### config.mk
export PLATFORM = sky130hd
export DESIGN_NAME = bypass_ctrl_flat
export DESIGN_NICKNAME = d
export VERILOG_FILES = /design/src/rtl/bypass_ctrl_pkg.sv /design/src/rtl/bypass_ctrl_if.sv /design/src/rtl/bypass_ctrl_fwd_sel.sv /design/src/rtl/bypass_ctrl.sv /design/src/flat_wrapper.sv
export SDC_FILE = /design/constraint.sdc
export NUM_CORES = 1
export LEC_CHECK = 0
export BUFFER_PORTS_ARGS = -buffer_cell sky130_fd_sc_hd__buf_2
export CAP_MARGIN = 20
export CORE_MARGIN = 1
export CORE_UTILIZATION = 56
export DETAILED_ROUTE_END_ITERATION = 8
export GPL_ROUTABILITY_DRIVEN = 1
export PLACE_DENSITY_LB_ADDON = 0.1
export SLEW_MARGIN = 20
export SYNTH_ARGS = -nofsm -noshare
export SYNTH_HDL_FRONTEND = slang
export SYNTH_SLANG_ARGS = --single-unit
export TNS_END_PERCENT = 20
### constraint.sdc
create_clock -name clk_i -period 5.4 [get_ports clk_i]
set_input_delay 1.62 -clock clk_i [delete_from_list [all_inputs] [get_ports clk_i]]
set_output_delay 1.62 -clock clk_i [all_outputs]
set_load 0.02 [all_outputs]
### src/rtl/bypass_ctrl_pkg.sv
// Shared definitions for the bypass/hazard controller: register-file geometry,
// instruction kinds, forwarding select codes and the pipeline tracker record.
package bypass_ctrl_pkg;

  localparam int DATA_W = 32;
  localparam int REG_W  = 5;
  localparam int NREGS  = 32;

  typedef enum logic [1:0] {
    KIND_ALU  = 2'b00,
    KIND_LOAD = 2'b01,
    KIND_LONG = 2'b10,
    KIND_RSVD = 2'b11
  } kind_e;

  typedef enum logic [1:0] {
    SEL_RF  = 2'b00,
    SEL_EXE = 2'b01,
    SEL_WB  = 2'b10,
    SEL_LNG = 2'b11
  } sel_e;

  typedef struct packed {
    logic             valid;
    logic [REG_W-1:0] rd;
    logic             we;
    kind_e            kind;
  } slot_t;

  localparam int SLOT_W = $bits(slot_t);

  // Long ops deliver their result through the long unit, never through WB.
  function automatic logic result_at_wb(slot_t s);
    return s.valid & s.we & (s.kind != KIND_LONG);
  endfunction

endpackage

### src/rtl/bypass_ctrl_if.sv
// Decode-side request and bypass-control response bundle of bypass_ctrl.
interface bypass_ctrl_if;
  import bypass_ctrl_pkg::*;

  logic             flush_i;
  logic             id_valid_i;
  logic [REG_W-1:0] id_rs1_i;
  logic [REG_W-1:0] id_rs2_i;
  logic             id_use_rs1_i;
  logic             id_use_rs2_i;
  logic [REG_W-1:0] id_rd_i;
  logic             id_we_i;
  logic [1:0]       id_kind_i;
  logic             lng_done_i;
  logic [REG_W-1:0] lng_rd_i;
  logic             stall_o;
  logic [1:0]       fwd_rs1_sel_o;
  logic [1:0]       fwd_rs2_sel_o;
  logic [REG_W-1:0] wb_dst_o;
  logic             wb_we_o;
  logic [NREGS-1:0] busy_o;

  modport master (
    output flush_i, id_valid_i, id_rs1_i, id_rs2_i, id_use_rs1_i, id_use_rs2_i,
           id_rd_i, id_we_i, id_kind_i, lng_done_i, lng_rd_i,
    input  stall_o, fwd_rs1_sel_o, fwd_rs2_sel_o, wb_dst_o, wb_we_o, busy_o
  );

  modport slave (
    input  flush_i, id_valid_i, id_rs1_i, id_rs2_i, id_use_rs1_i, id_use_rs2_i,
           id_rd_i, id_we_i, id_kind_i, lng_done_i, lng_rd_i,
    output stall_o, fwd_rs1_sel_o, fwd_rs2_sel_o, wb_dst_o, wb_we_o, busy_o
  );

endinterface

### src/rtl/bypass_ctrl_fwd_sel.sv
// Per-source hazard evaluation: forwarding select by producer priority plus
// the load-use and scoreboard stall contributions of one source operand.
module fwd_sel
  import bypass_ctrl_pkg::*;
(
  input  logic             used,
  input  logic [REG_W-1:0] src,
  input  slot_t            exe,
  input  slot_t            wb,
  input  logic [NREGS-1:0] busy,
  input  logic             lng_done,
  input  logic [REG_W-1:0] lng_rd,
  output sel_e             sel,
  output logic             load_use,
  output logic             busy_stall
);

  logic live;
  logic exe_hit;
  logic exe_alu;
  logic wb_hit;
  logic lng_hit;

  // x0 never creates a dependency, whatever the producers claim.
  assign live       = used & (src != '0);
  assign exe_hit    = live & exe.valid & exe.we & (exe.rd == src);
  assign exe_alu    = (exe.kind == KIND_ALU) | (exe.kind == KIND_RSVD);
  assign wb_hit     = live & result_at_wb(wb) & (wb.rd == src);
  assign lng_hit    = live & lng_done & (lng_rd == src);
  assign load_use   = exe_hit & (exe.kind == KIND_LOAD);
  assign busy_stall = live & busy[src] & ~lng_hit;

  always_comb begin
    sel = SEL_RF;
    if (exe_hit & exe_alu) begin
      sel = SEL_EXE;
    end else if (wb_hit) begin
      sel = SEL_WB;
    end else if (lng_hit) begin
      sel = SEL_LNG;
    end
  end

endmodule

### src/rtl/bypass_ctrl.sv
// Bypass/hazard controller: tracks EXE and WB producers, keeps the long-op
// scoreboard, and produces decode stall plus operand forwarding selects.
module bypass_ctrl
  import bypass_ctrl_pkg::*;
(
  input  logic clk_i,
  input  logic rst_i,
  bypass_ctrl_if.slave bus
);

  slot_t            exe_reg, exe_next;
  slot_t            wb_reg, wb_next;
  logic [NREGS-1:0] busy_reg, busy_next;
  logic [NREGS-1:0] busy_set, busy_clr;
  logic [REG_W-1:0] wb_dst_reg;
  logic             wb_we_reg, wb_we_next;

  kind_e            id_kind;
  logic             issue;
  logic             long_issue;
  logic             waw;
  logic             stall;

  sel_e             sel_arr  [2];
  logic             used_arr [2];
  logic [REG_W-1:0] src_arr  [2];
  logic [1:0]       load_use;
  logic [1:0]       busy_stall;

  assign id_kind     = kind_e'(bus.id_kind_i);
  assign used_arr[0] = bus.id_use_rs1_i;
  assign used_arr[1] = bus.id_use_rs2_i;
  assign src_arr[0]  = bus.id_rs1_i;
  assign src_arr[1]  = bus.id_rs2_i;

  genvar gi;
  generate
    for (gi = 0; gi < 2; gi++) begin : g_src
      fwd_sel u_fwd_sel (
        .used       (used_arr[gi]),
        .src        (src_arr[gi]),
        .exe        (exe_reg),
        .wb         (wb_reg),
        .busy       (busy_reg),
        .lng_done   (bus.lng_done_i),
        .lng_rd     (bus.lng_rd_i),
        .sel        (sel_arr[gi]),
        .load_use   (load_use[gi]),
        .busy_stall (busy_stall[gi])
      );
    end
  endgenerate

  // A completing long op frees its destination for a new writer this cycle.
  assign waw   = bus.id_we_i & busy_reg[bus.id_rd_i]
               & ~(bus.lng_done_i & (bus.lng_rd_i == bus.id_rd_i));
  assign stall = bus.id_valid_i & ((|load_use) | (|busy_stall) | waw);

  // Flush kills the instruction sitting in decode as well as EXE/WB.
  assign issue      = bus.id_valid_i & ~stall & ~bus.flush_i;
  assign long_issue = issue & bus.id_we_i & (id_kind == KIND_LONG);

  assign busy_set[0] = 1'b0;
  assign busy_clr[0] = 1'b0;
  generate
    for (gi = 1; gi < NREGS; gi++) begin : g_busy
      assign busy_set[gi] = long_issue & (bus.id_rd_i == REG_W'(gi));
      assign busy_clr[gi] = bus.lng_done_i & (bus.lng_rd_i == REG_W'(gi));
    end
  endgenerate

  // Set is applied after clear so a same-cycle reissue keeps the bit.
  assign busy_next = (busy_reg & ~busy_clr) | busy_set;

  always_comb begin
    exe_next       = exe_reg;
    exe_next.valid = 1'b0;
    if (issue) begin
      exe_next.valid = 1'b1;
      exe_next.rd    = bus.id_rd_i;
      exe_next.we    = bus.id_we_i;
      exe_next.kind  = id_kind;
    end
    wb_next = exe_reg;
    if (bus.flush_i) begin
      wb_next.valid = 1'b0;
    end
    wb_we_next = result_at_wb(wb_next) & (wb_next.rd != '0);
  end

  always_ff @(posedge clk_i or posedge rst_i) begin
    if (rst_i) begin
      exe_reg    <= '0;
      wb_reg     <= '0;
      busy_reg   <= '0;
      wb_dst_reg <= '0;
      wb_we_reg  <= 1'b0;
    end else begin
      exe_reg    <= exe_next;
      wb_reg     <= wb_next;
      busy_reg   <= busy_next;
      wb_dst_reg <= wb_next.rd;
      wb_we_reg  <= wb_we_next;
    end
  end

  assign bus.stall_o       = stall;
  assign bus.fwd_rs1_sel_o = bus.id_valid_i ? sel_arr[0] : SEL_RF;
  assign bus.fwd_rs2_sel_o = bus.id_valid_i ? sel_arr[1] : SEL_RF;
  assign bus.wb_dst_o      = wb_dst_reg;
  assign bus.wb_we_o       = wb_we_reg;
  assign bus.busy_o        = busy_reg;

endmodule

### src/flat_wrapper.sv
// flat-port wrapper written by rule: the top's interface ports become plain ports
module bypass_ctrl_flat import bypass_ctrl_pkg::*;
  (clk_i, rst_i, bus_flush_i, bus_id_valid_i, bus_id_rs1_i, bus_id_rs2_i, bus_id_use_rs1_i, bus_id_use_rs2_i, bus_id_rd_i, bus_id_we_i, bus_id_kind_i, bus_lng_done_i, bus_lng_rd_i, bus_stall_o, bus_fwd_rs1_sel_o, bus_fwd_rs2_sel_o, bus_wb_dst_o, bus_wb_we_o, bus_busy_o);
  bypass_ctrl_if bus_i ();
  input  logic clk_i;
  input  logic rst_i;
  input wire logic [$bits(bus_i.flush_i)-1:0] bus_flush_i;
  input wire logic [$bits(bus_i.id_valid_i)-1:0] bus_id_valid_i;
  input wire logic [$bits(bus_i.id_rs1_i)-1:0] bus_id_rs1_i;
  input wire logic [$bits(bus_i.id_rs2_i)-1:0] bus_id_rs2_i;
  input wire logic [$bits(bus_i.id_use_rs1_i)-1:0] bus_id_use_rs1_i;
  input wire logic [$bits(bus_i.id_use_rs2_i)-1:0] bus_id_use_rs2_i;
  input wire logic [$bits(bus_i.id_rd_i)-1:0] bus_id_rd_i;
  input wire logic [$bits(bus_i.id_we_i)-1:0] bus_id_we_i;
  input wire logic [$bits(bus_i.id_kind_i)-1:0] bus_id_kind_i;
  input wire logic [$bits(bus_i.lng_done_i)-1:0] bus_lng_done_i;
  input wire logic [$bits(bus_i.lng_rd_i)-1:0] bus_lng_rd_i;
  output wire logic [$bits(bus_i.stall_o)-1:0] bus_stall_o;
  output wire logic [$bits(bus_i.fwd_rs1_sel_o)-1:0] bus_fwd_rs1_sel_o;
  output wire logic [$bits(bus_i.fwd_rs2_sel_o)-1:0] bus_fwd_rs2_sel_o;
  output wire logic [$bits(bus_i.wb_dst_o)-1:0] bus_wb_dst_o;
  output wire logic [$bits(bus_i.wb_we_o)-1:0] bus_wb_we_o;
  output wire logic [$bits(bus_i.busy_o)-1:0] bus_busy_o;
  assign bus_i.flush_i = bus_flush_i;
  assign bus_i.id_valid_i = bus_id_valid_i;
  assign bus_i.id_rs1_i = bus_id_rs1_i;
  assign bus_i.id_rs2_i = bus_id_rs2_i;
  assign bus_i.id_use_rs1_i = bus_id_use_rs1_i;
  assign bus_i.id_use_rs2_i = bus_id_use_rs2_i;
  assign bus_i.id_rd_i = bus_id_rd_i;
  assign bus_i.id_we_i = bus_id_we_i;
  assign bus_i.id_kind_i = bus_id_kind_i;
  assign bus_i.lng_done_i = bus_lng_done_i;
  assign bus_i.lng_rd_i = bus_lng_rd_i;
  assign bus_stall_o = bus_i.stall_o;
  assign bus_fwd_rs1_sel_o = bus_i.fwd_rs1_sel_o;
  assign bus_fwd_rs2_sel_o = bus_i.fwd_rs2_sel_o;
  assign bus_wb_dst_o = bus_i.wb_dst_o;
  assign bus_wb_we_o = bus_i.wb_we_o;
  assign bus_busy_o = bus_i.busy_o;
  bypass_ctrl u_core (.clk_i(clk_i), .rst_i(rst_i), .bus(bus_i));
endmodule
=== After elaboration in Yosys (flattened, before gate mapping) ===
Index checks and enable logic that the tools add are counted.

* Register bits after elaboration: 51
* Logic and storage cells: 219

* $lt $le $gt $ge: 3
* Equal/unequal tests: 74
* Multiplexer cells: 16
* Bitwise operators: 110
* Reduce and logical (&&, ||, !) cells: 6

{| class="wikitable"
|+ Operators by type and width
! cell !! count
|-
| $eq A5 B5 Y1 const B || 32
|-
| $and A1 B1 Y1 || 99
|-
| $eq A5 B4 Y1 const B || 16
|-
| $eq A5 B3 Y1 const B || 8
|-
| $eq A5 B5 Y1 || 7
|-
| $and A32 B32 Y32 || 1
|-
| $not A32 Y32 || 1
|-
| $or A32 B32 Y32 || 1
|-
| $eq A5 B2 Y1 const B || 4
|-
| $lt A5 B6 Y1 const B || 3
|-
| $mux W2 || 8
|-
| $bmux W1 S5 || 3
|-
| $reduce_bool A5 Y1 || 3
|-
| $eq A5 B1 Y1 const B || 2
|-
| $mux W9 || 1
|-
| $not A1 Y1 || 5
|-
| $eq A2 B2 Y1 const B || 2
|-
| $mux W1 || 4
|-
| $ne A2 B2 Y1 const B || 2
|-
| $reduce_or A2 Y1 || 2
|-
| $or A1 B1 Y1 || 3
|-
| $eq A2 B1 Y1 const B || 1
|-
| $logic_not A2 Y1 || 1
|}

=== Depth between registers and ports, before layout ===
Gate-level depths: netlist of the first run.

* Depth after elaboration: 17
* Gate-level depth with buffers: 11
* Depth with buffers taken out: 8

=== Hierarchy ===
Synthesis of the first run repeated with hierarchy kept, for this count alone.

* Cell total of the unflattened synthesis: 372
* Area total of the unflattened synthesis: 3689.8 um^2

{| class="wikitable"
|+ Modules (own cells, without submodules)
! module !! instances !! cells an instance !! area an instance (um^2)
|-
| bypass_ctrl || 1 || 232 || 2476.1
|-
| fwd_sel || 2 || 70 || 606.8
|}

=== Worst setup path after synthesis of the first run ===
No wires, ideal clock.

* Path type: input port to output port
* Start: input bus_id_rs2_i[1]
* End: output bus_stall_o
* Arrival: 3.545 ns
* Slack: 0.235 ns
* Cell stages on the path: 6
* Path buffers: 1
* Cell sequence: clkbuf_1 -> mux4_2 -> a2111oi_0 -> o21a_1 -> and2b_1 -> nor2b_1

* Longest elaborated chain between the ends: 10
* Elaborated cells on any way between the ends: 20
* Classes of those cells: 2 x eq/ne; 2 x mux; 13 x bitwise; 3 x reduce/logical

{| class="wikitable"
|+ RTL lines
! what !! line !! text
|-
| start: declaration || flat_wrapper.sv:10 || <nowiki>input wire logic [$bits(bus_i.id_rs2_i)-1:0] bus_id_rs2_i;</nowiki>
|-
| branches (longest 7 deep; another with $bmux W1 S5) || -- ||
|-
| $or A1 B1 Y1 * (2 in a row) || bypass_ctrl.sv:57 || <nowiki>assign stall = bus.id_valid_i & ((|load_use) | (|busy_stall) | waw);</nowiki>
|-
| $and A1 B1 Y1 * || bypass_ctrl.sv:57 ||
|-
| end: declaration || flat_wrapper.sv:18 || <nowiki>output wire logic [$bits(bus_i.stall_o)-1:0] bus_stall_o;</nowiki>
|}

Mark *: on every way between the ends. The select of a mux whose other input is x is not followed.

=== Final worst setup path of the first run ===
* Start: input bus_id_rd_i[1]
* End: output bus_stall_o

* Longest elaborated chain between the ends: 6
* Elaborated cells on any way between the ends: 9
* Classes of those cells: 1 x eq/ne; 2 x mux; 6 x bitwise

{| class="wikitable"
|+ RTL lines
! what !! line !! text
|-
| start: declaration || flat_wrapper.sv:13 || <nowiki>input wire logic [$bits(bus_i.id_rd_i)-1:0] bus_id_rd_i;</nowiki>
|-
| $bmux W1 S5 / $eq A5 B5 Y1 (equally long branches) || bypass_ctrl.sv:55, bypass_ctrl.sv:56 ||
|-
| $mux W1 (implied by the code) / $and A1 B1 Y1 (equally long branches) || bypass_ctrl.sv:55, bypass_ctrl.sv:56 ||
|-
| $and A1 B1 Y1 / $not A1 Y1 (equally long branches) || bypass_ctrl.sv:55, bypass_ctrl.sv:56 ||
|-
| $and A1 B1 Y1 * || bypass_ctrl.sv:56 || <nowiki>& ~(bus.lng_done_i & (bus.lng_rd_i == bus.id_rd_i));</nowiki>
|-
| $or A1 B1 Y1 * || bypass_ctrl.sv:57 ||
|-
| $and A1 B1 Y1 * || bypass_ctrl.sv:57 ||
|}

Every way passes the cells marked *; elsewhere a longest branch is shown, timed or not. The select of a mux whose other input is x is not followed.

==> run_results.csv, run 1 <==
group,metric,value,unit
global_route,grt_max_degree,51,
global_route,antenna_found_initial,0,
logic_synthesis,netlist_top_cells_area,"dfrtp_1, mux4_2, mux4_1",
timing,hold_viol,0,
placement,port_buffers,71,
detailed_routing,drc,0,
pwr,power_frac_comb,24.6,%
critical_path,max_stage_delay,0.52,ns
timing,tightest_slew,0.881,ns
clocking,cts_tree,"built",
global_route,grt.overflow.total,0,
timing,drv_slew,0,
placement,dp_hpwl,7.52,mm
detailed_routing,drt.antenna.violating_nets,0,
timing,final.setup.tns,0,ns
pwr,peakVddDrop,230,µV
floorplanning,num_io_pins,73,
critical_path,worstSetupPathType,"in -> out",
clocking,cts_made_buffers,5,
finish,fin_nets,428,
critical_path,crit_path_end,"bus_stall_o",
logic_synthesis,synth_top_family_by_area,"multiplexers",
global_route,grt_pass1_wl,15.4,mm
pwr,switching_share,32.2,%
detailed_routing,vias_per_cell,6.65,
global_route,grt.busiest_layer,"met2",
pwr,p_leak,1.83,nW
run_status,status,"complete, no violations",
clocking,cts_root_buffer,"clkbuf_8",
detailed_routing,routedWlPerCell,21.5,µm
logic_synthesis,ys_ff_latch,50,
critical_path,required,3.78,ns
pwr,total_power,0.966,mW
clocking,clkTransAtPathRegs,0.10,ns
logic_synthesis,synth-compound-area-share,15.9,%
run,maxCapViolations,0,
global_route,use_met3,5.16,%
critical_path,cp_cell_sequence,"buf_2, mux4_2, or3_1, o2111ai_1, a221oi_1, a211oi_4, and2b_1, nor2b_1, buf_2",
timing,hold-worst-slack,0.430,ns
finish,largest_register_ffs,31,
logic_synthesis,synth_fa_ha_area_share,0.689,%
logic_synthesis,synth_edf_count,0,
critical_path,rr_startpoint,"u_core.bus.busy_o[31]$_DFF_PP0_",
critical_path,worstPathArrival,3.62,ns
critical_path,reg2reg_to,"u_core.exe_reg[4]$_DFFE_PP0P_",
logic_synthesis,synthXorXnorAreaFrac,8.44,%
timing,fmax,191,MHz
logic_synthesis,synthSimpleGateAreaFrac,13.2,%
clocking,cts_buffer_depth,2,
pwr,power_frac_clock,28.3,%
critical_path,critPathCaptureType,"primary output",
floorplanning,dieHeight,82.6,µm
floorplanning,rows,28,
placement,place_congestion,0.928,
timing,fin_worst_skew,0.0130,ns
logic_synthesis,ys_seq_area_share,34.4,%
logic_synthesis,syn_area,3630,µm²
timing,rsz0062_at_grt,"false",
detailed_routing,drtIter0Drc,261,
critical_path,reg2reg_slack,2.60,ns
timing,max-slew-margin-rel,41.3,%
pwr,cellPowerDensity,241,nW/µm²
detailed_routing,dr_total_vias,3137,
global_route,use_met2,50.3,%
global_route,grt_util_met1,42.2,%
logic_synthesis,synth_nets,380,
logic_synthesis,synth_top_area_share,34.4,%
pwr,power_switching,0.311,mW
finish,area_delta_synth_final,10.5,%
critical_path,crit_fanout,9,
timing,setup-violations-final,0,
finish,fillers,501,
critical_path,cp-startpoint,"bus_id_rd_i[1]",
logic_synthesis,yosys-top-cells-count,"dfrtp_1, o21ai_0, o31ai_1, nand2_1, xor2_1",
critical_path,slowest_stage,"mux4_2",
detailed_routing,dr.pass1.iters,5,
clocking,cts.sinks,50,
critical_path,worst-path-stages,9,
floorplanning,initial_core_util,59.6,%
logic_synthesis,synth_ff_type,"dfrtp_1",
critical_path,rr_worst_depth,8,
floorplanning,die_area,6810,µm²
worst_hold_path,hp-class,"reg -> reg",
global_route,track_usage,31.4,%
clocking,insertion_delay,0.31,ns
logic_synthesis,muxShareOfSynthArea,19.8,%
detailed_routing,wirelength,10.1,mm
logic_synthesis,synth.most_common_cell,"dfrtp_1",
timing,timing.final.crit_share,97.1,%
pwr,p_int,0.655,mW
logic_synthesis,synthDistinctLibCells,54,
finish,final_area,4020,µm²
floorplanning,die_width,82.6,µm
placement,placed_area,3890,µm²
finish,diodes,0,
finish,drive_gt1_share,29.2,%
logic_synthesis,synthArstFlopShare,100,%
critical_path,cpMostUsedCell,"buf_2",
clocking,post_cts_buffers,0,
logic_synthesis,avgSynthCellArea,10.4,µm²
critical_path,cp_num_buf_inv,2,
critical_path,cp-start-kind,"input pin",
logic_synthesis,yosysWarnings,0,
floorplanning,core,6100,µm²
logic_synthesis,yosysTopAreaCell,"dfrtp_1",
clocking,cts_max_level,2,
global_route,grt_pass1_vias,2967,
pwr,pwr-share-seq,47.1,%
critical_path,crit_family,"simple AND/OR/NAND/NOR gates",
timing,period_needed,5.24,ns
logic_synthesis,synth_cells,348,
==> worst min path at each step <==
stage / cells after the start / start / slack [ns] / endpoint
floorplan: 0 / u_core.exe_reg[2]$_DFFE_PP0P_ / 0.37 / u_core.wb_reg[2]$_DFF_PP0_
global placement: 0 / u_core.exe_reg[2]$_DFFE_PP0P_ / 0.40 / u_core.wb_reg[2]$_DFF_PP0_
detailed placement: 0 / u_core.exe_reg[2]$_DFFE_PP0P_ / 0.41 / u_core.wb_reg[2]$_DFF_PP0_
CTS: 0 / u_core.exe_reg[2]$_DFFE_PP0P_ / 0.43 / u_core.wb_reg[2]$_DFF_PP0_
global route: 0 / u_core.exe_reg[2]$_DFFE_PP0P_ / 0.44 / u_core.wb_reg[2]$_DFF_PP0_
finish: 0 / u_core.exe_reg[2]$_DFFE_PP0P_ / 0.43 / u_core.wb_reg[2]$_DFF_PP0_
==> placed cells by master (no fill, tap or decap), types with 3 or more instances in the layout <==
cell      synthesis  routed
nand2b_1          5       5
nand3_1          10      10
mux4_2           11      11
nor2_1           10      10
mux4_1            9       9
mux2i_1           8       8
buf_4             6       6
clkbuf_8          0       5
dfrtp_1          50      50
buf_2             7      71
nand4_1           5       5
inv_1             9       8
mux2_2            3       3
nor4_1            6       6
mux2_4            8       8
xor2_1           18      18
nand2_1          25      25
xnor2_1          17      17
nor2b_1          10      10
a31oi_1           3       3
nor3_1            5       5
o21ai_0          32      32
o211ai_1          3       3
o31ai_1          29      29
==> routing by layer <==
metal	vias up	wire (µm)
li1	1379	-
met1	1546	4300
met2	182	4750
met3	30	798
met4	0	285
met5	-	0
==> area by class of cell <==
type | count | area, µm² | share of cell area [%]
clock buffer | 5 | 68.8 | 1.71
clock inverter | 3 | 48.8 | 1.22
inverter | 10 | 41.3 | 1.03
multi-input combinational | 252 | 2110 | 52.6
sequential | 50 | 1250 | 31.2
tap | 75 | 93.8 | 2.34
timing repair buffer | 77 | 400 | 9.97
==> metrics by stage <==
| step | std cells | worst slack, ns | util [%] |
|---|---|---|---|
| after floorplan | 348 | 0.235 | - |
| after global placement | 464 | 0.214 | 63.9 |
| after detailed placement | 464 | 0.173 | 63.9 |
| after CTS | 472 | 0.168 | 65.8 |
| after global routing | 472 | 0.0659 | 65.9 |
| final | 472 | 0.155 | 65.9 |
==> kinds of logic (layout without fill, tap and decap cells) <==
family | after synthesis | count (layout)
and+or+nand+nor | 90 | 90
AOI/OAI and AO/OA | 85 | 85
DFF | 50 | 50
buffers and inverters | 46 | 95
muxes | 39 | 39
xor gates and xnor gates | 35 | 35
adders and majority gates | 2 | 2
other | 1 | 1
==> what timing repair did <==
action,CTS,global route
hold buffers,0,0
endpoints found under the setup margin,0,1
gates resized for setup,0,1
==> power by group through the flow <==
stage               Combinational [mW]  Sequential, mW  Clock, mW
floorplan                        0.186           0.456          0
global placement                 0.231           0.461          0
detailed placement               0.236           0.462          0
CTS                              0.237           0.455      0.277
global route                     0.257           0.461      0.290
finish                           0.238           0.455      0.273
No activity file was read; power rests on OpenSTA's default activity.
==> run 2: changes to the inputs <==
Settings changed: SETUP_SLACK_MARGIN set to 0.2.
==> run 2 against run 1 <==
Net effect:
- non-clock buffer count is 1 higher
- combinational power about the same
- core utilization up 0.60 points
- worst hold slack worse by 0.0026 ns
- final cell count rose by 0.21%
- power rose by 0.28%
- die area unchanged
- via count is 0.70% lower
- first-iteration DRC count is 20% lower
- clock power about the same
- register-to-register slack better by 0.03 ns
- critical path type unchanged
- largest cell class unchanged
- highest routed layer unchanged
==> run_results.csv, run 2 (synthesis gave the netlist of run 1 again) <==
group,metric,value,unit
floorplanning,die_width,82.6,µm
finish,layout_common_cells,"buf_2, dfrtp_1, o21ai_0, o31ai_1, nand2_1",
timing,period_needed,5.14,ns
detailed_routing,drc,0,
floorplanning,rows,28,
critical_path,worst-path-stages,10,
placement,dp_hpwl,7.52,mm
critical_path,crit_fanout,8,
timing,fin_worst_skew,0.0116,ns
timing,final.setup.tns,0,ns
placement,place_congestion,0.928,
global_route,grt_pass1_wl,15.4,mm
critical_path,rr_startpoint,"u_core.bus.busy_o[10]$_DFF_PP0_",
finish,utilization,66.5,%
placement,dp_cells,464,
pwr,peakVddDrop,230,µV
floorplanning,core,6100,µm²
placement,placed_area,3890,µm²
finish,fillers,494,
critical_path,cp_num_buf_inv,3,
critical_path,worstPathArrival,3.52,ns
global_route,grt_pass1_vias,2967,
critical_path,slowest_stage,"or4_1",
floorplanning,die_area,6810,µm²
clocking,cts_tree,"built",
finish,fin_nets,429,
critical_path,cp-startpoint,"bus_id_rs2_i[0]",
run_status,status,"complete, no violations",
clocking,clkTransAtPathRegs,0.10,ns
detailed_routing,drtIter0Drc,209,
critical_path,worstSetupPathType,"in -> out",
run,maxCapViolations,0,
pwr,p_leak,1.84,nW
finish,multi_input_area,2130,µm²
critical_path,crit_family,"simple AND/OR/NAND/NOR gates",
global_route,antenna_found_initial,0,
timing,drv_slew,0,
clocking,insertion_delay,0.31,ns
finish,area_delta_synth_final,11.5,%
detailed_routing,dr_total_vias,3115,
finish,largest_register_ffs,31,
global_route,grt.overflow.total,0,
global_route,grt_max_degree,51,
timing,hold_viol,0,
critical_path,cp_cell_sequence,"clkbuf_4, buf_6, or4_1, o21ai_2, nor4_1, o21a_1, a211oi_4, and2b_1, nor2b_1, buf_2",
critical_path,reg2reg_to,"u_core.exe_reg[4]$_DFFE_PP0P_",
floorplanning,num_io_pins,73,
detailed_routing,dr.pass1.iters,5,
floorplanning,initial_core_util,59.6,%
critical_path,crit_path_end,"bus_stall_o",
floorplanning,dieHeight,82.6,µm
finish,final_area,4050,µm²
detailed_routing,wirelength,10.2,mm
detailed_routing,vias_per_cell,6.59,
critical_path,required,3.78,ns
worst_hold_path,hp-class,"reg -> reg",
clocking,cts_buffer_depth,2,
timing,rsz0062_at_grt,"false",
global_route,track_usage,31.4,%
timing,timing.final.crit_share,95.2,%
clocking,cts.sinks,50,
placement,port_buffers,71,
timing,max-slew-margin-rel,42.2,%
finish,seqCellArea,1250,µm²
detailed_routing,drt.antenna.violating_nets,0,
finish,drive_gt1_share,29.6,%
critical_path,max_stage_delay,0.52,ns
clocking,cts_made_buffers,5,
pwr,cellPowerDensity,239,nW/µm²
finish,final_common_cell,"buf_2",
critical_path,cp-start-kind,"input pin",
detailed_routing,routedWlPerCell,21.5,µm
critical_path,reg2reg_slack,2.63,ns
finish,diodes,0,
timing,tightest_slew,0.867,ns
critical_path,critPathCaptureType,"primary output",
critical_path,rr_worst_depth,8,
timing,setup-violations-final,0,
timing,fmax,194,MHz
clocking,cts_root_buffer,"clkbuf_8",
pwr,total_power,0.969,mW
clocking,cts_max_level,2,
finish,final_cells,473,
clocking,cts_hold_buffers,0,
## run 2: routing by layer
| layer | global-route usage, % | share of wire, % | vias up |
|---|---|---|---|
| met2 | 50.3 | 47 | 174 |
| li1 | - | - | 1385 |
| met5 | 0 | 0 | - |
| met1 | 42.2 | 42 | 1528 |
| met4 | 13.6 | 2.8 | 0 |
| met3 | 5.16 | 7.9 | 28 |
## run 2: worst reg2reg max path, stage by stage, from the launching register on
cell,delay [ns]
dfrtp_1,0.47
mux4_1,0.52
nor3_1,0.30
a2111oi_4,0.08
o21a_1,0.22
nor3b_2,0.23
nand2_4,0.26
inv_4,0.26
mux2_4,0.31
## run 2: worst min-delay path by stage
stage,from,endpoint,slack [ns],cells after the start
2_1_floorplan,u_core.exe_reg[2]$_DFFE_PP0P_,u_core.wb_reg[2]$_DFF_PP0_,0.37,0
3_3_place_gp,u_core.exe_reg[2]$_DFFE_PP0P_,u_core.wb_reg[2]$_DFF_PP0_,0.40,0
3_5_place_dp,u_core.exe_reg[2]$_DFFE_PP0P_,u_core.wb_reg[2]$_DFF_PP0_,0.41,0
4_1_cts,u_core.exe_reg[2]$_DFFE_PP0P_,u_core.wb_reg[2]$_DFF_PP0_,0.43,0
5_1_grt,u_core.exe_reg[2]$_DFFE_PP0P_,u_core.wb_reg[2]$_DFF_PP0_,0.44,0
6_report,u_core.exe_reg[2]$_DFFE_PP0P_,u_core.wb_reg[2]$_DFF_PP0_,0.43,0
## run 2: layout make-up
cell class | instances | area share [%]
multi-input cells | 252 | 52.5
clock inverters | 3 | 1.20
clock buffers | 5 | 1.70
repair buffers | 78 | 10.3
well taps | 75 | 2.32
inverters | 10 | 1.02
flip-flops and latches | 50 | 30.9
## run 2: repair_timing
item                                    4_1_cts  5_1_grt
pin swaps                                     0        1
resized for setup                             2        5
hold endpoints to repair                      0        0
endpoints found under the setup margin        1        1
setup buffers                                 0        1
## run 2: stage by stage
stage | setup slack [ns] | hold slack (ns)
6_report | 0.258 | 0.427
5_1_grt | 0.203 | 0.441
4_1_cts | 0.202 | 0.429
3_5_place_dp | 0.173 | 0.406
3_3_place_gp | 0.214 | 0.404
2_1_floorplan | 0.235 | 0.374
## run 2: where the power goes
group	internal [mW]	switching, mW	total [mW]
logic	0.107	0.134	0.241
clock network	0.141	0.131	0.273
registers	0.409	0.0456	0.455
total	0.657	0.311	0.969
